## src/rtl/rv_core_pkg.sv

```systemverilog
// Shared RV32I core types: datapath widths, ALU opcodes and the ID/EX payload record.
package rv_core_pkg;

  localparam int XLEN = 32;
  localparam int RA_W = 5;

  typedef enum logic [2:0] {
    ALU_ADD  = 3'b000,
    ALU_SLL  = 3'b001,
    ALU_SLT  = 3'b010,
    ALU_SLTU = 3'b011,
    ALU_XOR  = 3'b100,
    ALU_SR   = 3'b101,
    ALU_OR   = 3'b110,
    ALU_AND  = 3'b111
  } alu_op_e;

  typedef struct packed {
    logic            valid;
    logic [XLEN-1:0] operand_a;
    logic [XLEN-1:0] operand_b;
    logic [XLEN-1:0] store_data;
    alu_op_e         alu_op;
    logic            funct7;
    logic [RA_W-1:0] rd;
    logic            rd_wen;
    logic            is_load;
  } id_ex_t;

  // Immediate ops only carry the sub/arith bit for SRAI; ADDI etc. must never subtract.
  function automatic logic imm_funct7(alu_op_e op, logic imm_bit10);
    return (op == ALU_SR) ? imm_bit10 : 1'b0;
  endfunction

endpackage

```

## src/rtl/operand_fwd_mux.sv

```systemverilog
// Priority bypass select for one source register (EX > MEM > WB > register file).
// Bypassing is only built when ID_EX_FWD_EN is defined; x0 always reads as zero.
module operand_fwd_mux #(
  parameter int XLEN = 32,
  parameter int RA_W = 5
) (
  input  logic [RA_W-1:0] rs,
  input  logic [XLEN-1:0] rs_data,
  input  logic            ex_en,
  input  logic [RA_W-1:0] ex_rd,
  input  logic [XLEN-1:0] ex_data,
  input  logic            mem_wen,
  input  logic [RA_W-1:0] mem_rd,
  input  logic [XLEN-1:0] mem_data,
  input  logic            wb_wen,
  input  logic [RA_W-1:0] wb_rd,
  input  logic [XLEN-1:0] wb_data,
  output logic [XLEN-1:0] fwd_data
);

`ifdef ID_EX_FWD_EN
  always_comb begin
    fwd_data = rs_data;
    if (rs == '0)
      fwd_data = '0;
    else if (ex_en && ex_rd == rs)
      fwd_data = ex_data;
    else if (mem_wen && mem_rd == rs)
      fwd_data = mem_data;
    else if (wb_wen && wb_rd == rs)
      fwd_data = wb_data;
  end
`else
  logic fwd_unused;
  assign fwd_unused = ^{ex_en, ex_rd, ex_data, mem_wen, mem_rd, mem_data, wb_wen, wb_rd, wb_data};
  assign fwd_data   = (rs == '0) ? '0 : rs_data;
`endif

endmodule

```

## src/rtl/id_ex_operand_stage.sv

```systemverilog
// ID->EX pipeline register: handshake, load-use bubble, flush and operand bypass for the ALU.
// Build option: define ID_EX_FWD_EN to enable the bypass network and load-use detection.
module id_ex_operand_stage
  import rv_core_pkg::*;
#(
  parameter int XLEN = rv_core_pkg::XLEN,
  parameter int RA_W = rv_core_pkg::RA_W
) (
  input  logic            clk,
  input  logic            rst_n,
  input  logic            id_valid,
  output logic            id_ready,
  input  logic [XLEN-1:0] id_pc,
  input  logic [XLEN-1:0] id_rs1_data,
  input  logic [XLEN-1:0] id_rs2_data,
  input  logic [XLEN-1:0] id_imm,
  input  logic [RA_W-1:0] id_rs1,
  input  logic [RA_W-1:0] id_rs2,
  input  logic [RA_W-1:0] id_rd,
  input  logic [2:0]      id_alu_op,
  input  logic            id_funct7,
  input  logic            id_use_imm,
  input  logic            id_use_pc,
  input  logic            id_rd_wen,
  input  logic            id_is_load,
  input  logic [XLEN-1:0] alu_result,
  input  logic [RA_W-1:0] mem_rd,
  input  logic            mem_wen,
  input  logic [XLEN-1:0] mem_data,
  input  logic [RA_W-1:0] wb_rd,
  input  logic            wb_wen,
  input  logic [XLEN-1:0] wb_data,
  input  logic            ex_ready,
  input  logic            flush,
  output logic            ex_valid,
  output logic [XLEN-1:0] operand_a,
  output logic [XLEN-1:0] operand_b,
  output logic [XLEN-1:0] store_data,
  output logic [2:0]      alu_op,
  output logic            funct7,
  output logic [RA_W-1:0] ex_rd,
  output logic            ex_rd_wen,
  output logic            ex_is_load
);

  // The payload record is sized by the package, so overrides must agree with it.
  if (XLEN != rv_core_pkg::XLEN || RA_W != rv_core_pkg::RA_W) begin : g_param_check
    $error("id_ex_operand_stage: XLEN/RA_W must match rv_core_pkg");
  end

  id_ex_t          ex_reg;
  id_ex_t          ex_next;
  logic            adv;
  logic            luh;
  logic            capture;
  logic            ex_fwd_ok;
  logic [RA_W-1:0] rs_addr [2];
  logic [XLEN-1:0] rs_raw  [2];
  logic [XLEN-1:0] rs_fwd  [2];

  assign adv = !ex_reg.valid || ex_ready;

`ifdef ID_EX_FWD_EN
  assign luh = ex_reg.valid && ex_reg.is_load && (ex_reg.rd != '0) &&
               (id_rs1 == ex_reg.rd || (!id_use_imm && id_rs2 == ex_reg.rd));
`else
  assign luh = 1'b0;
`endif

  assign id_ready  = adv && !luh && !flush;
  assign capture   = id_valid && id_ready;
  // A held load has no result yet, so it is never a bypass source.
  assign ex_fwd_ok = ex_reg.valid && ex_reg.rd_wen && !ex_reg.is_load;

  assign rs_addr[0] = id_rs1;
  assign rs_addr[1] = id_rs2;
  assign rs_raw[0]  = id_rs1_data;
  assign rs_raw[1]  = id_rs2_data;

  for (genvar gi = 0; gi < 2; gi++) begin : g_fwd
    operand_fwd_mux #(
      .XLEN(XLEN),
      .RA_W(RA_W)
    ) u_fwd (
      .rs       (rs_addr[gi]),
      .rs_data  (rs_raw[gi]),
      .ex_en    (ex_fwd_ok),
      .ex_rd    (ex_reg.rd),
      .ex_data  (alu_result),
      .mem_wen  (mem_wen),
      .mem_rd   (mem_rd),
      .mem_data (mem_data),
      .wb_wen   (wb_wen),
      .wb_rd    (wb_rd),
      .wb_data  (wb_data),
      .fwd_data (rs_fwd[gi])
    );
  end

  always_comb begin
    ex_next = ex_reg;
    if (flush) begin
      ex_next = '0;
    end else if (adv) begin
      // Empty slot (bubble or idle decode) carries a cleared payload.
      ex_next = '0;
      if (capture) begin
        ex_next.valid      = 1'b1;
        ex_next.operand_a  = id_use_pc ? id_pc : rs_fwd[0];
        ex_next.operand_b  = id_use_imm ? id_imm : rs_fwd[1];
        ex_next.store_data = rs_fwd[1];
        ex_next.alu_op     = alu_op_e'(id_alu_op);
        ex_next.funct7     = id_use_imm ? imm_funct7(alu_op_e'(id_alu_op), id_imm[10]) : id_funct7;
        ex_next.rd         = id_rd;
        ex_next.rd_wen     = id_rd_wen;
        ex_next.is_load    = id_is_load;
      end
    end
  end

  always_ff @(posedge clk or negedge rst_n) begin
    if (!rst_n)
      ex_reg <= '0;
    else
      ex_reg <= ex_next;
  end

  assign ex_valid   = ex_reg.valid;
  assign operand_a  = ex_reg.operand_a;
  assign operand_b  = ex_reg.operand_b;
  assign store_data = ex_reg.store_data;
  assign alu_op     = ex_reg.alu_op;
  assign funct7     = ex_reg.funct7;
  assign ex_rd      = ex_reg.rd;
  assign ex_rd_wen  = ex_reg.rd_wen;
  assign ex_is_load = ex_reg.is_load;

endmodule

```

## config.mk

```make
export PLATFORM = sky130hd
export DESIGN_NAME = id_ex_operand_stage
export DESIGN_NICKNAME = d
export VERILOG_FILES = /design/src/rtl/rv_core_pkg.sv /design/src/rtl/operand_fwd_mux.sv /design/src/rtl/id_ex_operand_stage.sv
export SDC_FILE = /design/constraint.sdc
export NUM_CORES = 1
export LEC_CHECK = 0
export ABC_AREA = 1
export BUFFER_PORTS_ARGS = -buffer_cell sky130_fd_sc_hd__buf_4
export CORE_AREA = 2 2 144 146
export CTS_CLUSTER_DIAMETER = 50
export DETAILED_ROUTE_END_ITERATION = 8
export DIE_AREA = 0 0 146 148
export SLEW_MARGIN = 20
export SYNTH_ARGS = -nofsm -noshare
export SYNTH_HDL_FRONTEND = slang
export SYNTH_SLANG_ARGS = --single-unit
export TNS_END_PERCENT = 100
```

## constraint.sdc

```tcl
create_clock -name clk -period 1.1 [get_ports clk]
set_clock_uncertainty 0.05 [all_clocks]
set_input_delay 0.11 -clock clk [delete_from_list [all_inputs] [get_ports clk]]
set_output_delay 0.11 -clock clk [all_outputs]
set_load 0.03 [all_outputs]
```

==> impl_summary.txt <==
----------------------------------------------------
[Clock tree]
  CTS tree ... yes
  Num CTS Buffers ... 9
  Largest buffer count on any clock path ... 2
  # H-tree levels ... 3
  CTS Sinks ... 108
  CTS Root Buffer Type ... sky130_fd_sc_hd__clkbuf_16
  Skew-Pair Late Insertion Delay ... 0.35 ns
  Clock transition time at the flip-flop clock pins of the worst setup and hold paths ... 0.08 ns

[STA]
  Worst Setup Slack, final ... -0.229 ns
  Final setup violating endpoints ... 110
  Number of slew-limit violations in the final report ... 0
  Min Clock Period, post-route ... 1.33 ns
  Actual transition at the worst max-transition pin ... 0.327 ns
  RSZ-0062 raised after global routing ... true
  Max-slew headroom ... approximately 78%
  Achievable clock frequency ... 752 MHz
  Setup TNS after final layout ... -20.94 ns
  Final worst path period share ... 121%
  Final hold violation count ... 0

[Floorplanning]
  Boundary pin count ... 373
  Row Count ... 52
  Area of the core ... approximately 20000 um^2
  Die X-Extent ... between 100 and 150 um
  Die ar. ... 21600 um^2
  Vertical die dimension ... 148 um
  Initial standard-cell utilization of the core ... 25.5%

[Cells and area]
  Ratio of cells with drive above 1 in the final layout ... 40.3%
  Final layout net count ... 1367
  Area Growth Syn to Fin ... 92.3%
  End-of-flow core utilization ... around half
  Final std cell area, no fill ... slightly below 10000 um^2
  Number of diodes ... 0
  Finished Layout Cells ... around 1400

[Yosys]
  Synthesis-stage register bit count ... 108
  YS warnings ... 0
  Top post-synthesis cells by count ... sky130_fd_sc_hd__nand2_1, sky130_fd_sc_hd__nor2_1, sky130_fd_sc_hd__dfrtp_1, sky130_fd_sc_hd__o21ai_0, sky130_fd_sc_hd__buf_2
  Cell type with the highest aggregate area in the netlist ... sky130_fd_sc_hd__dfrtp_1
  Count of flip-flops with a built-in enable after synthesis ... 0
  Post-synthesis instance area ... 5120 um^2
  Post-Synthesis Mean Instance Area ... 7.16 um^2
  Post-synth top flop ... sky130_fd_sc_hd__dfrtp_1
  Dominant cells by area after synthesis ... sky130_fd_sc_hd__dfrtp_1, sky130_fd_sc_hd__nand2_1, sky130_fd_sc_hd__nor2_1
  Yosys top cell area share ... roughly 53%
  Share of synthesized area occupied by flip-flops and latches ... 52.8%
  Syn Inst Count ... 715
  Number of different library cells in the post-synthesis netlist ... 16
  Post-synth ARST share ... 100%
  Most numerous cell in the Yosys netlist ... sky130_fd_sc_hd__nand2_1
  Mapped Nets ... between 900 and 1000

[Placed design]
  Total half-perimeter wirelength after legalization and detailed placement ... between 10 and 15 mm
  # placed instances ... 1227
  Number of buffer cells added on primary ports ... around 260
  Routability cong. ... ~0.83
  Instance area after placement ... 7470 um^2

[Power]
  Power density of the placed cells ... 1050 nW/um^2
  Switching share of power ... 30.5%
  P_sw ... about 3.1 mW
  Share of total power in sequential cells ... 41.9%
  Power share of the combinational group ... 26.8%
  Total power ... just over 10 mW
  Leak pwr ... 5.44 nW
  Clock network fraction of total power ... a little under a third
  Cell internal power dissipation ... 7.16 mW
  IR drop worst, VDD ... 0.758 mV

[Hold path]
  Worst hold path class ... primary input to register

[Detailed routing]
  TritonRoute pass-1 iters ... 4
  Number of DRC violations after detailed-routing iteration 0 ... 197
  Met2 wire length ... 11.0 mm
  # DRC ... 0
  Via count ... approximately 6000
  Final routed wirelength across all metal layers ... 21.1 mm
  Antenna-violating nets left ... 0
  Vias per Instance ... around 4.4
  Highest routed metal layer ... met4
  M1 WL ... 8.64 mm
  Routed wirelength normalized by instance count ... 15.3 um
  Metal3 WL ... 953 um

[Critical path]
  RR Endpoint ... operand_a[14]$_DFFE_PN0P_
  Capturing element of the worst setup path ... operand_a[14]$_DFFE_PN0P_
  R2r worst-path depth ... 7
  Setup slack of the most critical reg-to-reg path ... -0.23 ns
  Crit path launch type ... register
  Critical Path RT ... 1.34 ns
  Element type at the critical path end ... register
  Origin of the worst setup path ... ex_valid$_DFFE_PN0P_
  Reg-to-Reg Start ... ex_valid$_DFFE_PN0P_
  WS Path Type ... register to register
  Arrival time at the worst endpoint ... 1.57 ns
  Critical-path maximum fanout ... 6

[Job]
  Number of maximum-capacitance constraint violations ... 0

[GRT]
  Pin count of the biggest net entering global routing ... 57
  Initial antenna violation count ... 0
  Via count of the first global-routing pass ... 5619
  Global-route wire length before repair ... 29.1 mm
  GRT overflow ... 0
  Overall track demand over capacity in global routing ... 16.8%

[Outcome]
  Outcome ... complete, but fails checks
  Violations in the final reports ... setup timing

----------------------------------------------------
==> worst max-delay path, cell delays in order, from the launching register on <==
cell                        delay (ns)
sky130_fd_sc_hd__dfrtp_2          0.43
sky130_fd_sc_hd__nand2_4          0.08
sky130_fd_sc_hd__buf_6            0.12
sky130_fd_sc_hd__nand3_4          0.16
sky130_fd_sc_hd__clkbuf_16        0.22
sky130_fd_sc_hd__nor2_2           0.10
sky130_fd_sc_hd__nand2_1          0.06
sky130_fd_sc_hd__nand2_1          0.05
==> power groups by stage <==
stage	combinational, mW	clock [mW]	sequential, mW
2_1_floorplan	0.567	0	4.77
3_3_place_gp	2.05	0	4.36
3_5_place_dp	2.06	0	4.36
4_1_cts	2.37	3.35	4.29
5_1_grt	2.97	3.48	4.33
6_report	2.77	3.23	4.31
==> layer usage <==
layer | up-vias | GRT usage, %
li1 | 2950 | -
met1 | 2862 | 20.8
met2 | 163 | 29.5
met3 | 29 | 3.46
met4 | 0 | 5.05
met5 | - | 0
==> cells by family after synthesis <==
logic type | share of synthesized area, %
and+or+nand+nor | 39.2
buffers and inverters | 4.69
DFF | 52.8
AOI/OAI and AO/OA | 3.33
==> layout make-up <==
| class | instances | area, um^2 |
|---|---|---|
| fillers | 1959 | 10200 |
| repair buffers | 415 | 4000 |
| inverters | 9 | 46.3 |
| well taps | 270 | 338 |
| clock buffers | 10 | 239 |
| flip-flops and latches | 108 | 2700 |
| multi-input cells | 560 | 2470 |
| clock inverters | 6 | 45.0 |
==> cell usage in the layout, fill, tap and decap left out <==
cell type / netlist / routed
sky130_fd_sc_hd__inv_6: 0 / 2
sky130_fd_sc_hd__nor2_1: 135 / 98
sky130_fd_sc_hd__nor2_2: 0 / 28
sky130_fd_sc_hd__buf_12: 0 / 10
sky130_fd_sc_hd__nand3_4: 1 / 2
sky130_fd_sc_hd__clkinv_8: 0 / 1
sky130_fd_sc_hd__buf_16: 0 / 6
sky130_fd_sc_hd__o21ai_1: 4 / 26
sky130_fd_sc_hd__nor2_4: 1 / 10
sky130_fd_sc_hd__o21ai_0: 30 / 2
sky130_fd_sc_hd__inv_2: 5 / 5
sky130_fd_sc_hd__buf_4: 4 / 242
sky130_fd_sc_hd__nand2_1: 383 / 353
sky130_fd_sc_hd__nand3_1: 4 / 4
sky130_fd_sc_hd__clkinvlp_4: 0 / 3
sky130_fd_sc_hd__clkbuf_8: 0 / 1
sky130_fd_sc_hd__dfrtp_2: 0 / 1
sky130_fd_sc_hd__buf_8: 0 / 2
sky130_fd_sc_hd__nand2_4: 1 / 10
sky130_fd_sc_hd__clkinv_2: 0 / 1
sky130_fd_sc_hd__inv_1: 4 / 3
sky130_fd_sc_hd__nand2_2: 0 / 21
sky130_fd_sc_hd__o21ai_2: 0 / 6
sky130_fd_sc_hd__clkbuf_16: 0 / 18
sky130_fd_sc_hd__buf_6: 2 / 78
sky130_fd_sc_hd__dfrtp_1: 108 / 107
sky130_fd_sc_hd__dlygate4sd3_1: 0 / 68
==> how the worst min path moves through the flow <==
stage | cells past startpoint | from | slack, ns | endpoint
2_1_floorplan | 0 | rst_n | -0.24 | alu_op[0]$_DFFE_PN0P_
3_3_place_gp | 1 | rst_n | -0.08 | operand_b[16]$_DFFE_PN0P_
4_1_cts | 5 | id_rs1_data[22] | 0.0008 | operand_a[22]$_DFFE_PN0P_
5_1_grt | 3 | id_rs2_data[23] | 0.006 | store_data[23]$_DFFE_PN0P_
6_report | 5 | id_rs1_data[8] | 0.02 | operand_a[8]$_DFFE_PN0P_
3_5_place_dp | 1 | rst_n | -0.08 | store_data[17]$_DFFE_PN0P_
==> through the flow <==
stage | worst slack (ns) | hold WS (ns)
2_1_floorplan | -0.133 | -0.236
3_3_place_gp | -0.104 | -0.0796
3_5_place_dp | -0.145 | -0.0812
4_1_cts | -0.226 | 0.000816
5_1_grt | -0.301 | 0.00591
6_report | -0.229 | 0.0171
==> sequential cells by signal, indices dropped and copies added, names as in the netlist <==
name        count
alu_op          3
ex_is_load      1
ex_rd           5
ex_rd_wen       1
ex_valid        1
funct7          1
operand_a      32
operand_b      32
store_data     32
==> timing repair <==
item	CTS	global route
cloned	4	14
setup endpoints to repair	129	188
hold buffers	68	0
resized for setup	41	167
buffers inserted	9	40
pin swaps	3	19
hold endpoints to repair	183	0
(Power assumes the default switching activity.)
